<file path="src/rtl/dbg_reg_ctrl_pkg.sv">
// dbg_reg_ctrl_pkg: shared constants for the debug register controller.
//   - command opcodes (3 bits); opcode 7 is deliberately left undefined
//   - FSM state encoding
//   - default register-port widths and the delay counter width
package dbg_reg_ctrl_pkg;

  localparam int DEF_REG_ADDR_WIDTH = 5;
  localparam int DEF_REG_DATA_WIDTH = 32;
  localparam int DBG_OP_W           = 3;
  localparam int CNT_W              = 4;

  localparam logic [DBG_OP_W-1:0] DBG_OP_NOP    = 3'd0;
  localparam logic [DBG_OP_W-1:0] DBG_OP_READ   = 3'd1;
  localparam logic [DBG_OP_W-1:0] DBG_OP_WRITE  = 3'd2;
  localparam logic [DBG_OP_W-1:0] DBG_OP_HALT   = 3'd3;
  localparam logic [DBG_OP_W-1:0] DBG_OP_RESUME = 3'd4;
  localparam logic [DBG_OP_W-1:0] DBG_OP_RESET  = 3'd5;
  localparam logic [DBG_OP_W-1:0] DBG_OP_STATUS = 3'd6;

  typedef enum logic [2:0] {
    S_IDLE      = 3'd0,
    S_HALT_WAIT = 3'd1,
    S_REG_RD    = 3'd2,
    S_REG_WR    = 3'd3,
    S_RST_PULSE = 3'd4,
    S_RESP      = 3'd5
  } dbg_state_e;

endpackage

</file>
<file path="src/rtl/dbg_reg_ctrl_if.sv">
// dbg_reg_ctrl_if: command and response channels between the debug
// transport (master) and dbg_reg_ctrl (slave). Both are valid/ready.
//   cmd_*: valid, ready, op, addr, data      (transport -> controller)
//   rsp_*: valid, ready, data, err           (controller -> transport)
interface dbg_reg_ctrl_if
  import dbg_reg_ctrl_pkg::*;
#(
  parameter int AW = DEF_REG_ADDR_WIDTH,
  parameter int DW = DEF_REG_DATA_WIDTH
);
  logic                cmd_valid;
  logic                cmd_ready;
  logic [DBG_OP_W-1:0] cmd_op;
  logic [AW-1:0]       cmd_addr;
  logic [DW-1:0]       cmd_data;
  logic                rsp_valid;
  logic                rsp_ready;
  logic [DW-1:0]       rsp_data;
  logic                rsp_err;

  modport master (
    output cmd_valid, cmd_op, cmd_addr, cmd_data, rsp_ready,
    input  cmd_ready, rsp_valid, rsp_data, rsp_err
  );

  modport slave (
    input  cmd_valid, cmd_op, cmd_addr, cmd_data, rsp_ready,
    output cmd_ready, rsp_valid, rsp_data, rsp_err
  );
endinterface

</file>
<file path="src/rtl/dbg_delay_cnt.sv">
// dbg_delay_cnt: loadable 4-bit down-counter used for the halt settle
// time and the PC-reset pulse width.
//   clk, rst     : clock, synchronous active-high reset
//   load_i       : load load_val_i this cycle (takes priority)
//   load_val_i   : start value
//   last_o       : counter holds 1, i.e. it reaches 0 on this edge
module dbg_delay_cnt
  import dbg_reg_ctrl_pkg::*;
(
  input  logic             clk,
  input  logic             rst,
  input  logic             load_i,
  input  logic [CNT_W-1:0] load_val_i,
  output logic             last_o
);
  logic [CNT_W-1:0] cnt_q, cnt_d;

  always_comb begin
    cnt_d = cnt_q;
    if (load_i)              cnt_d = load_val_i;
    else if (cnt_q != '0)    cnt_d = cnt_q - 1'b1;
  end

  always_ff @(posedge clk) begin
    if (rst) cnt_q <= '0;
    else     cnt_q <= cnt_d;
  end

  // Flagging at 1 lets the FSM leave its wait state on the same edge the
  // count hits 0, so a load of N yields exactly N wait cycles.
  assign last_o = (cnt_q == CNT_W'(1));
endmodule

</file>
<file path="src/rtl/dbg_reg_ctrl.sv">
// dbg_reg_ctrl: debug-side initiator for the core register/control port.
// Takes one command at a time from the transport, sequences halt, resume,
// PC reset and GPR read/write, and returns one response per command.
//   clk, rst          : clock, synchronous active-high reset
//   bus (slave)       : command / response channels
//   jtag_reg_addr_o   : GPR index to core (0 outside register access)
//   jtag_reg_data_o   : GPR write data to core (0 outside register access)
//   jtag_reg_we_o     : one-cycle GPR write strobe
//   jtag_reg_data_i   : GPR read data from core (combinational on address)
//   jtag_halt_flag_o  : level halt request, held until RESUME or rst
//   jtag_reset_flag_o : PC reset request, RESET_CYCLES long
// HALT_SETTLE and RESET_CYCLES must lie in 1..15.
module dbg_reg_ctrl
  import dbg_reg_ctrl_pkg::*;
#(
  parameter int REG_ADDR_WIDTH = DEF_REG_ADDR_WIDTH,
  parameter int REG_DATA_WIDTH = DEF_REG_DATA_WIDTH,
  parameter int HALT_SETTLE    = 4,
  parameter int RESET_CYCLES   = 2
)(
  input  logic                      clk,
  input  logic                      rst,
  dbg_reg_ctrl_if.slave             bus,
  output logic [REG_ADDR_WIDTH-1:0] jtag_reg_addr_o,
  output logic [REG_DATA_WIDTH-1:0] jtag_reg_data_o,
  output logic                      jtag_reg_we_o,
  input  logic [REG_DATA_WIDTH-1:0] jtag_reg_data_i,
  output logic                      jtag_halt_flag_o,
  output logic                      jtag_reset_flag_o
);
  dbg_state_e                state_q, state_d;
  logic                      halted_q, halted_d;
  logic                      cmd_ready_q, cmd_ready_d;
  logic                      rsp_valid_q, rsp_valid_d;
  logic [REG_DATA_WIDTH-1:0] rsp_data_q, rsp_data_d;
  logic                      rsp_err_q, rsp_err_d;
  logic [REG_ADDR_WIDTH-1:0] reg_addr_q, reg_addr_d;
  logic [REG_DATA_WIDTH-1:0] reg_data_q, reg_data_d;
  logic                      reg_we_q, reg_we_d;
  logic                      halt_flag_q, halt_flag_d;
  logic                      reset_flag_q, reset_flag_d;

  logic             cnt_load, cnt_last, accept;
  logic [CNT_W-1:0] cnt_val;

  dbg_delay_cnt u_cnt (
    .clk        (clk),
    .rst        (rst),
    .load_i     (cnt_load),
    .load_val_i (cnt_val),
    .last_o     (cnt_last)
  );

  // cmd_ready is registered so it is 0 while rst is held; it rises the
  // cycle after reset releases and whenever the FSM re-enters IDLE.
  assign accept = cmd_ready_q & bus.cmd_valid;

  always_comb begin
    state_d      = state_q;
    halted_d     = halted_q;
    cmd_ready_d  = cmd_ready_q;
    rsp_valid_d  = rsp_valid_q;
    rsp_data_d   = rsp_data_q;
    rsp_err_d    = rsp_err_q;
    reg_addr_d   = reg_addr_q;
    reg_data_d   = reg_data_q;
    reg_we_d     = reg_we_q;
    halt_flag_d  = halt_flag_q;
    reset_flag_d = reset_flag_q;
    cnt_load     = 1'b0;
    cnt_val      = '0;

    case (state_q)
      S_IDLE: begin
        cmd_ready_d = 1'b1;
        if (accept) begin
          cmd_ready_d = 1'b0;
          // Most opcodes answer immediately; multi-cycle ones override.
          state_d     = S_RESP;
          rsp_valid_d = 1'b1;
          case (bus.cmd_op)
            DBG_OP_NOP: ;
            DBG_OP_READ: begin
              if (halted_q) begin
                state_d     = S_REG_RD;
                rsp_valid_d = 1'b0;
                reg_addr_d  = bus.cmd_addr;
              end else begin
                rsp_err_d = 1'b1;
              end
            end
            DBG_OP_WRITE: begin
              if (halted_q) begin
                state_d     = S_REG_WR;
                rsp_valid_d = 1'b0;
                reg_addr_d  = bus.cmd_addr;
                reg_data_d  = bus.cmd_data;
                reg_we_d    = 1'b1;
              end else begin
                rsp_err_d = 1'b1;
              end
            end
            DBG_OP_HALT: begin
              halt_flag_d = 1'b1;
              if (!halted_q) begin
                state_d     = S_HALT_WAIT;
                rsp_valid_d = 1'b0;
                cnt_load    = 1'b1;
                cnt_val     = CNT_W'(HALT_SETTLE);
              end
            end
            DBG_OP_RESUME: begin
              halt_flag_d = 1'b0;
              halted_d    = 1'b0;
            end
            DBG_OP_RESET: begin
              state_d      = S_RST_PULSE;
              rsp_valid_d  = 1'b0;
              reset_flag_d = 1'b1;
              cnt_load     = 1'b1;
              cnt_val      = CNT_W'(RESET_CYCLES);
            end
            DBG_OP_STATUS: rsp_data_d = REG_DATA_WIDTH'({reset_flag_q, halted_q});
            default:       rsp_err_d  = 1'b1;
          endcase
        end
      end
      S_REG_RD: begin
        rsp_data_d  = jtag_reg_data_i;
        reg_addr_d  = '0;
        rsp_valid_d = 1'b1;
        state_d     = S_RESP;
      end
      S_REG_WR: begin
        reg_addr_d  = '0;
        reg_data_d  = '0;
        reg_we_d    = 1'b0;
        rsp_valid_d = 1'b1;
        state_d     = S_RESP;
      end
      S_HALT_WAIT: begin
        if (cnt_last) begin
          halted_d    = 1'b1;
          rsp_valid_d = 1'b1;
          state_d     = S_RESP;
        end
      end
      S_RST_PULSE: begin
        if (cnt_last) begin
          reset_flag_d = 1'b0;
          rsp_valid_d  = 1'b1;
          state_d      = S_RESP;
        end
      end
      S_RESP: begin
        if (bus.rsp_ready) begin
          rsp_valid_d = 1'b0;
          rsp_data_d  = '0;
          rsp_err_d   = 1'b0;
          cmd_ready_d = 1'b1;
          state_d     = S_IDLE;
        end
      end
      default: state_d = S_IDLE;
    endcase
  end

  always_ff @(posedge clk) begin
    if (rst) begin
      state_q      <= S_IDLE;
      halted_q     <= 1'b0;
      cmd_ready_q  <= 1'b0;
      rsp_valid_q  <= 1'b0;
      rsp_data_q   <= '0;
      rsp_err_q    <= 1'b0;
      reg_addr_q   <= '0;
      reg_data_q   <= '0;
      reg_we_q     <= 1'b0;
      halt_flag_q  <= 1'b0;
      reset_flag_q <= 1'b0;
    end else begin
      state_q      <= state_d;
      halted_q     <= halted_d;
      cmd_ready_q  <= cmd_ready_d;
      rsp_valid_q  <= rsp_valid_d;
      rsp_data_q   <= rsp_data_d;
      rsp_err_q    <= rsp_err_d;
      reg_addr_q   <= reg_addr_d;
      reg_data_q   <= reg_data_d;
      reg_we_q     <= reg_we_d;
      halt_flag_q  <= halt_flag_d;
      reset_flag_q <= reset_flag_d;
    end
  end

  assign bus.cmd_ready     = cmd_ready_q;
  assign bus.rsp_valid     = rsp_valid_q;
  assign bus.rsp_data      = rsp_data_q;
  assign bus.rsp_err       = rsp_err_q;
  assign jtag_reg_addr_o   = reg_addr_q;
  assign jtag_reg_data_o   = reg_data_q;
  assign jtag_reg_we_o     = reg_we_q;
  assign jtag_halt_flag_o  = halt_flag_q;
  assign jtag_reset_flag_o = reset_flag_q;
endmodule

</file>
<file path="src/flat_wrapper.sv">
// flat-port wrapper written by rule: the top's interface ports become plain ports
module dbg_reg_ctrl_flat import dbg_reg_ctrl_pkg::*;
#(
  parameter int REG_ADDR_WIDTH = DEF_REG_ADDR_WIDTH,
  parameter int REG_DATA_WIDTH = DEF_REG_DATA_WIDTH,
  parameter int HALT_SETTLE    = 4,
  parameter int RESET_CYCLES   = 2
)
  (clk, rst, jtag_reg_addr_o, jtag_reg_data_o, jtag_reg_we_o, jtag_reg_data_i, jtag_halt_flag_o, jtag_reset_flag_o, bus_cmd_valid, bus_cmd_op, bus_cmd_addr, bus_cmd_data, bus_rsp_ready, bus_cmd_ready, bus_rsp_valid, bus_rsp_data, bus_rsp_err);
  dbg_reg_ctrl_if #(.AW((5)), .DW((32))) bus_i ();
  input  logic clk;
  input  logic rst;
  output logic [REG_ADDR_WIDTH-1:0] jtag_reg_addr_o;
  output logic [REG_DATA_WIDTH-1:0] jtag_reg_data_o;
  output logic jtag_reg_we_o;
  input  logic [REG_DATA_WIDTH-1:0] jtag_reg_data_i;
  output logic jtag_halt_flag_o;
  output logic jtag_reset_flag_o;
  input wire logic [$bits(bus_i.cmd_valid)-1:0] bus_cmd_valid;
  input wire logic [$bits(bus_i.cmd_op)-1:0] bus_cmd_op;
  input wire logic [$bits(bus_i.cmd_addr)-1:0] bus_cmd_addr;
  input wire logic [$bits(bus_i.cmd_data)-1:0] bus_cmd_data;
  input wire logic [$bits(bus_i.rsp_ready)-1:0] bus_rsp_ready;
  output wire logic [$bits(bus_i.cmd_ready)-1:0] bus_cmd_ready;
  output wire logic [$bits(bus_i.rsp_valid)-1:0] bus_rsp_valid;
  output wire logic [$bits(bus_i.rsp_data)-1:0] bus_rsp_data;
  output wire logic [$bits(bus_i.rsp_err)-1:0] bus_rsp_err;
  assign bus_i.cmd_valid = bus_cmd_valid;
  assign bus_i.cmd_op = bus_cmd_op;
  assign bus_i.cmd_addr = bus_cmd_addr;
  assign bus_i.cmd_data = bus_cmd_data;
  assign bus_i.rsp_ready = bus_rsp_ready;
  assign bus_cmd_ready = bus_i.cmd_ready;
  assign bus_rsp_valid = bus_i.rsp_valid;
  assign bus_rsp_data = bus_i.rsp_data;
  assign bus_rsp_err = bus_i.rsp_err;
  dbg_reg_ctrl #(.REG_ADDR_WIDTH(REG_ADDR_WIDTH), .REG_DATA_WIDTH(REG_DATA_WIDTH), .HALT_SETTLE(HALT_SETTLE), .RESET_CYCLES(RESET_CYCLES)) u_core (.clk(clk), .rst(rst), .bus(bus_i), .jtag_reg_addr_o(jtag_reg_addr_o), .jtag_reg_data_o(jtag_reg_data_o), .jtag_reg_we_o(jtag_reg_we_o), .jtag_reg_data_i(jtag_reg_data_i), .jtag_halt_flag_o(jtag_halt_flag_o), .jtag_reset_flag_o(jtag_reset_flag_o));
endmodule
</file>
<file path="config.mk">
export PLATFORM = sky130hd
export DESIGN_NAME = dbg_reg_ctrl_flat
export DESIGN_NICKNAME = d
export VERILOG_FILES = /design/src/rtl/dbg_reg_ctrl_pkg.sv /design/src/rtl/dbg_reg_ctrl_if.sv /design/src/rtl/dbg_delay_cnt.sv /design/src/rtl/dbg_reg_ctrl.sv /design/src/flat_wrapper.sv
export SDC_FILE = /design/constraint.sdc
export NUM_CORES = 1
export LEC_CHECK = 0
export ABC_AREA = 1
export ABC_CLOCK_PERIOD_IN_PS = 2700
export BUFFER_PORTS_ARGS = -buffer_cell sky130_fd_sc_hd__buf_2
export CORE_ASPECT_RATIO = 1.5
export CORE_UTILIZATION = 28
export DETAILED_ROUTE_END_ITERATION = 10
export MAX_ROUTING_LAYER = met4
export PLACE_DENSITY_LB_ADDON = 0.05
export SKIP_CTS_REPAIR_TIMING = 1
export SLEW_MARGIN = 10
export SYNTH_ARGS = -nofsm -noshare
export SYNTH_HDL_FRONTEND = slang
export SYNTH_SLANG_ARGS = --single-unit
export TNS_END_PERCENT = 1
</file>
<file path="constraint.sdc">
create_clock -name clk -period 2.7 [get_ports clk]
set_input_delay 0.405 -clock clk [delete_from_list [all_inputs] [get_ports clk]]
set_output_delay 0.405 -clock clk [all_outputs]
set_load 0.005 [all_outputs]
</file>
* After elaboration in Yosys (flattened, before gate mapping) *
Index checks and enable logic that the tools add are counted.

storage, ports and cells
  bits in latches = 0
  word-level logic and storage cells = 120
  input bits = 76
  register bits = 83
  memory bits (read-only) = 0
  bits in writable memories = 0
  memories kept = 0
  output and inout bits = 75

cells by class
  reductions and logical operators = 26
  $add $sub $neg = 1
  shifts and indexed selects = 0
  equality and inequality tests = 25
  mux-type cells = 55
  divide/modulo/power cells = 0
  magnitude comparators = 0
  $mul = 0
  bitwise gates (word level) = 1

operator list
  kind                                                                   count
  32-bit 2-to-1 mux                                                      6
  32-bit one-hot mux with 3 select lines                                 1
  32-bit one-hot mux with 2 select lines                                 1
  3-bit one-hot mux with 4 select lines                                  2
  4-bit AND reduction                                                    6
  3-bit 2-to-1 mux                                                       7
  1-bit 2-to-1 mux                                                       19
  4-bit 2-to-1 mux                                                       4
  1-bit one-hot mux with 2 select lines                                  8
  3-bit equality test, second input constant                             5
  5-bit 2-to-1 mux                                                       3
  2-bit != test, second input constant                                   7
  2-bit nonzero test                                                     7
  3-bit by 2-bit equality test with 1-bit output, second input constant  4
  2-bit by 1-bit != test with 1-bit output, second input constant        5
  5-bit one-hot mux with 2 select lines                                  1
  4-bit one-hot mux with 2 select lines                                  1
  4-bit nonzero test                                                     2
  3-bit by 1-bit equality test with 1-bit output, second input constant  2
  3-bit zero test                                                        2
  3-bit AND reduction                                                    2
  2-bit OR reduction                                                     3
  5-bit AND reduction                                                    1
  5-bit OR reduction                                                     1
  8 further kinds                                                        8

* Depth between registers and ports, before layout *
  depth in word-level cells = 5
  gate-level depth with buffers = 9
  gate-level depth less buffers = 9

* Cells and area by module *
From an unflattened synthesis, not the netlist that was laid out.

second synthesis, totals
  cells, all modules = 485
  area, all modules = 3,588.4 µm²

by module, submodules not included
  module         seq. area each (µm²)  area an instance (µm²)  instances  cells an instance
  dbg_reg_ctrl   1,581.5               3,311.9                 1          444
  dbg_delay_cnt  80.1                  276.5                   1          41

* Least setup slack after synthesis *
Ideal clock, no wire load.

  path type = input to register
  from = in bus_cmd_op[2]
  to = reg u_core.reg_data_q[10] (netlist: u_core.jtag_reg_data_o[10])
  setup time = 132 ps
  data arrival time = 1,255 ps
  data required time = 2,568 ps
  path buffers = 1
  cell stages on the path = 8
  slack = 1,313 ps
  cells stage by stage = inv_1 nand2_1 nor2_1 nor2_1 nand3b_2 buf_4 nand2_1 a21oi_1

between the ends
  word-level cells in the longest chain between the ends = 3

ends and longest elaborated chain
  item                                            line                 text
  start: declaration                              flat_wrapper.sv:20   input wire logic [$bits(bus_i.cmd_op)-1:0] bus_cmd_op;
  3-bit by 2-bit equality test with 1-bit output  dbg_reg_ctrl.sv:81   case (bus.cmd_op)
  2-bit != test (no line)                         --
  4-bit AND reduction (no line)                   --
  end signal: assignment                          dbg_reg_ctrl.sv:189  reg_data_q <= reg_data_d;
  end: declaration                                dbg_reg_ctrl.sv:38   logic [REG_DATA_WIDTH-1:0] reg_data_q, reg_data_d;

No other way between the ends.
A chain may end at the register's enable or synchronous reset.

* Final worst setup path *
  from = reg u_core.state_q[2]
  to = reg u_core.rsp_data_q[1] (netlist: u_core.bus.rsp_data[1])

between the ends
  word-level cells in the longest chain between the ends = 3
  elaborated cells between the ends (all ways) = 9
  classes of those cells = 5 x eq/ne; 1 x mux; 3 x reduce/logical

ends and longest elaborated chain
  item                                                   line                 text
  start: declaration                                     dbg_reg_ctrl.sv:31   dbg_state_e state_q, state_d;
  start signal: assignment                               dbg_reg_ctrl.sv:182  state_q <= state_d;
  3-bit equality test, or another cell as far along      dbg_reg_ctrl.sv:73   case (state_q)
  2-bit != test (no line), or another cell as far along  --
  4-bit AND reduction (no line)                          --
  end signal: assignment                                 dbg_reg_ctrl.sv:186  rsp_data_q <= rsp_data_d;
  end: declaration                                       dbg_reg_ctrl.sv:35   logic [REG_DATA_WIDTH-1:0] rsp_data_q, rsp_data_d;

Parallel ways exist; a longest one is shown, timed or not.

==> impl_metrics.ini <==
[run_status]
status = complete, no violations

[cts]
cts_buffers = 9
cts_tree = built
cts_sinks = 83
clk_latency_ns = 0.33
h-tree-depth = 3
cts_root_buf = clkbuf_16
cts.clk_slew.worst_paths_ns = 0.06
cts.path.max_buffers = 2

[final_layout]
area_growth_pct = 34.7
drive_gt1_frac = 0.299
nets = 688

[grt]
overflow = 0
antenna_found_initial = 1
track_usage = 0.154
grt_pass1_vias = 3018
grt_max_degree = 49
grt_pass1_wl_um = 14800

[synth]
synthesis.nets = 544
syn_area_mm2 = 0.00339
yosysTopAreaCell = dfxtp_1
synth-main-ff-cell = dfxtp_1
synth_area_leaders = dfxtp_1 (49%), nand2_1 (21%), a21oi_1 (11%)
yosysTopAreaCellShare = 0.491
ys_ff_latch = 83
synthTopCellsByCount = nand2_1 (185), dfxtp_1 (83), a21oi_1 (73), nor2_1 (33), inv_1 (18)
postSynthAreaPerCell_um2 = 7.28
yosysSeqAreaShare = 0.491
netlist_instances = 465
synth-warning-count = 0
async_flop_share = 0
synth_edf_count = 0
ys_types = 29
synth_most_common_cell = nand2_1

[place]
hpwl_um = 6760
pre_cts_ws_ns = 0.882
port_buffers = 150
gp_congestion = 0.848

[floorplan]
io_pins = 151
die-area_mm2 = 0.0125
core_mm2 = 0.0117
start_util = 0.291
rows = 48
die_w_um = 91.8
die_h_um = 137

[detailed_routing]
route.antenna.remaining_nets = 0
drt_first_pass_iters = 4
wl_um = 9440
drc = 0
vias = 3357
wire_per_inst_um = 12.4
drt-initial-drc-count = 106
via_per_inst = 4.39

[worst_setup_path]
critical_path.top_delay_family = simple AND/OR/NAND/NOR gates
path_buf_inv = 1
critPathLaunchType = register
crit_chain = nor2_2 > nand2_2 > nor2_1 > nor2_4 > o21ai_4 > buf_4 > nand2_1 > a21oi_1
cp.required_ns = 2.96
critPathCaptureType = register
path_max_fanout = 32
rrSetupSlack_ns = 0.99
crit_type = reg2reg
cp.arrival_ns = 1.97
slowest_stage = dfxtp_1
slowest_delay_ns = 0.38

[sta]
fmax_mhz = 583
worst_pin_slew_ns = 0.551
grt_setup_unrepaired = no
fin_skew_ns = 0.00692
setup_viol = 0
fin_ws_ns = 0.986
maxSlewViolCount = 0
min_period_ns = 1.71
tns_ns = 0
max-slew-margin-rel = 0.632
hold_viol_final = 0
min_period_over_period = 0.635

[power]
ir_worst_vdd_uv = 369
pwr-share-clk = 0.350
leakage_nw = 2.13
switching_share = 0.329
power_density_mw_per_mm2 = 813
p_int_mw = 2.49
p_sw_mw = 1.22
power_frac_comb = 0.273
seqPwrFrac = 0.377

[min_path]
hold_path_class = in2reg

[job]
maxCapViolations = 0
## flip-flops by register name, summed over array words and instances (netlist names), 3 cells and up
name                    cells
u_core.bus.rsp_data        32
u_core.jtag_reg_addr_o      5
u_core.jtag_reg_data_o     32
u_core.state_q              3
u_core.u_cnt.cnt_q          4
## logic make-up after synthesis
group,synth area share
buffers and inverters,0.0599
adder cells (fa/ha/maj),0.0111
AND/OR/NAND/NOR,0.296
AO/OA/AOI/OAI,0.137
XOR/XNOR,0.00517
flip-flops,0.491
## path summary, 6_finish.rpt
| path | from | endpoint | cells past startpoint |
|---|---|---|---|
| max reg2reg | u_core.state_q[2]$_SDFFE_PP0P_ | u_core.bus.rsp_data[1]$_SDFFE_PP0P_ | 8 |
| min | bus_cmd_data[6] | u_core.jtag_reg_data_o[6]$_SDFFE_PP0P_ | 3 |
| max | u_core.state_q[2]$_SDFFE_PP0P_ | u_core.bus.rsp_data[1]$_SDFFE_PP0P_ | 8 |
| min reg2reg | u_core.bus.rsp_data[27]$_SDFFE_PP0P_ | u_core.bus.rsp_data[27]$_SDFFE_PP0P_ | 2 |
## area by class of cell
type / instances / area, um^2
fillers: 1252 / 7090
clock buffers: 9 / 225
clock inverters: 6 / 88.8
multi-input cells: 340 / 1520
inverters: 21 / 78.8
well taps: 150 / 188
flip-flops and latches: 83 / 1660
repair buffers: 154 / 793
diodes: 1 / 2.50
## power by group through the flow
stage | registers [mW] | logic [mW] | clock network, mW
detailed placement | 1.43 | 1.02 | 0
finish | 1.40 | 1.01 | 1.30
CTS | 1.40 | 1.03 | 1.35
global placement | 1.42 | 1.03 | 0
global route | 1.41 | 1.17 | 1.40
floorplan | 1.42 | 0.760 | 0
## per-layer routing
layer	track usage	up-vias	share of wire
met5	-	-	0
met4	0.0642	0	0.017
met3	0.0350	10	0.066
met2	0.244	113	0.47
met1	0.188	1459	0.45
li1	-	1775	-
## through the flow
| step | utilization | area, um^2 | std cells | total power, mW | hold WS, ns |
|---|---|---|---|---|---|
| 2_1_floorplan | - | 3390 | 465 | 2.18 | 0.455 |
| 3_3_place_gp | 0.364 | 4240 | 748 | 2.45 | 0.444 |
| 3_5_place_dp | 0.364 | 4240 | 748 | 2.45 | 0.450 |
| 4_1_cts | 0.391 | 4560 | 763 | 3.77 | 0.300 |
| 5_1_grt | 0.391 | 4560 | 764 | 3.98 | 0.307 |
| 6_report | 0.391 | 4560 | 764 | 3.71 | 0.313 |
## worst reg2reg max path: stages (launching register included)
cell and delay [ns]:
dfxtp_1 0.38, nor2_2 0.16, nand2_2 0.13, nor2_1 0.23, nor2_4 0.09, o21ai_4 0.06, buf_4 0.33, nand2_1 0.11
a21oi_1 0.14
## cells in the final DEF, fill, tap and decap left out, types with 2 or more instances in the layout
cell / instances
nand3_1: 17
bufinv_16: 2
ha_1: 3
nor2_1: 33
buf_4: 3
clkbuf_16: 9
inv_2: 3
nor3_1: 2
o211ai_1: 2
a21oi_1: 73
nand4_1: 2
nor2_2: 4
o21ai_0: 5
buf_2: 150
nand2_1: 185
xor2_1: 2
dfxtp_1: 83
clkinvlp_4: 2
inv_1: 18
(Power assumes the default switching activity.)
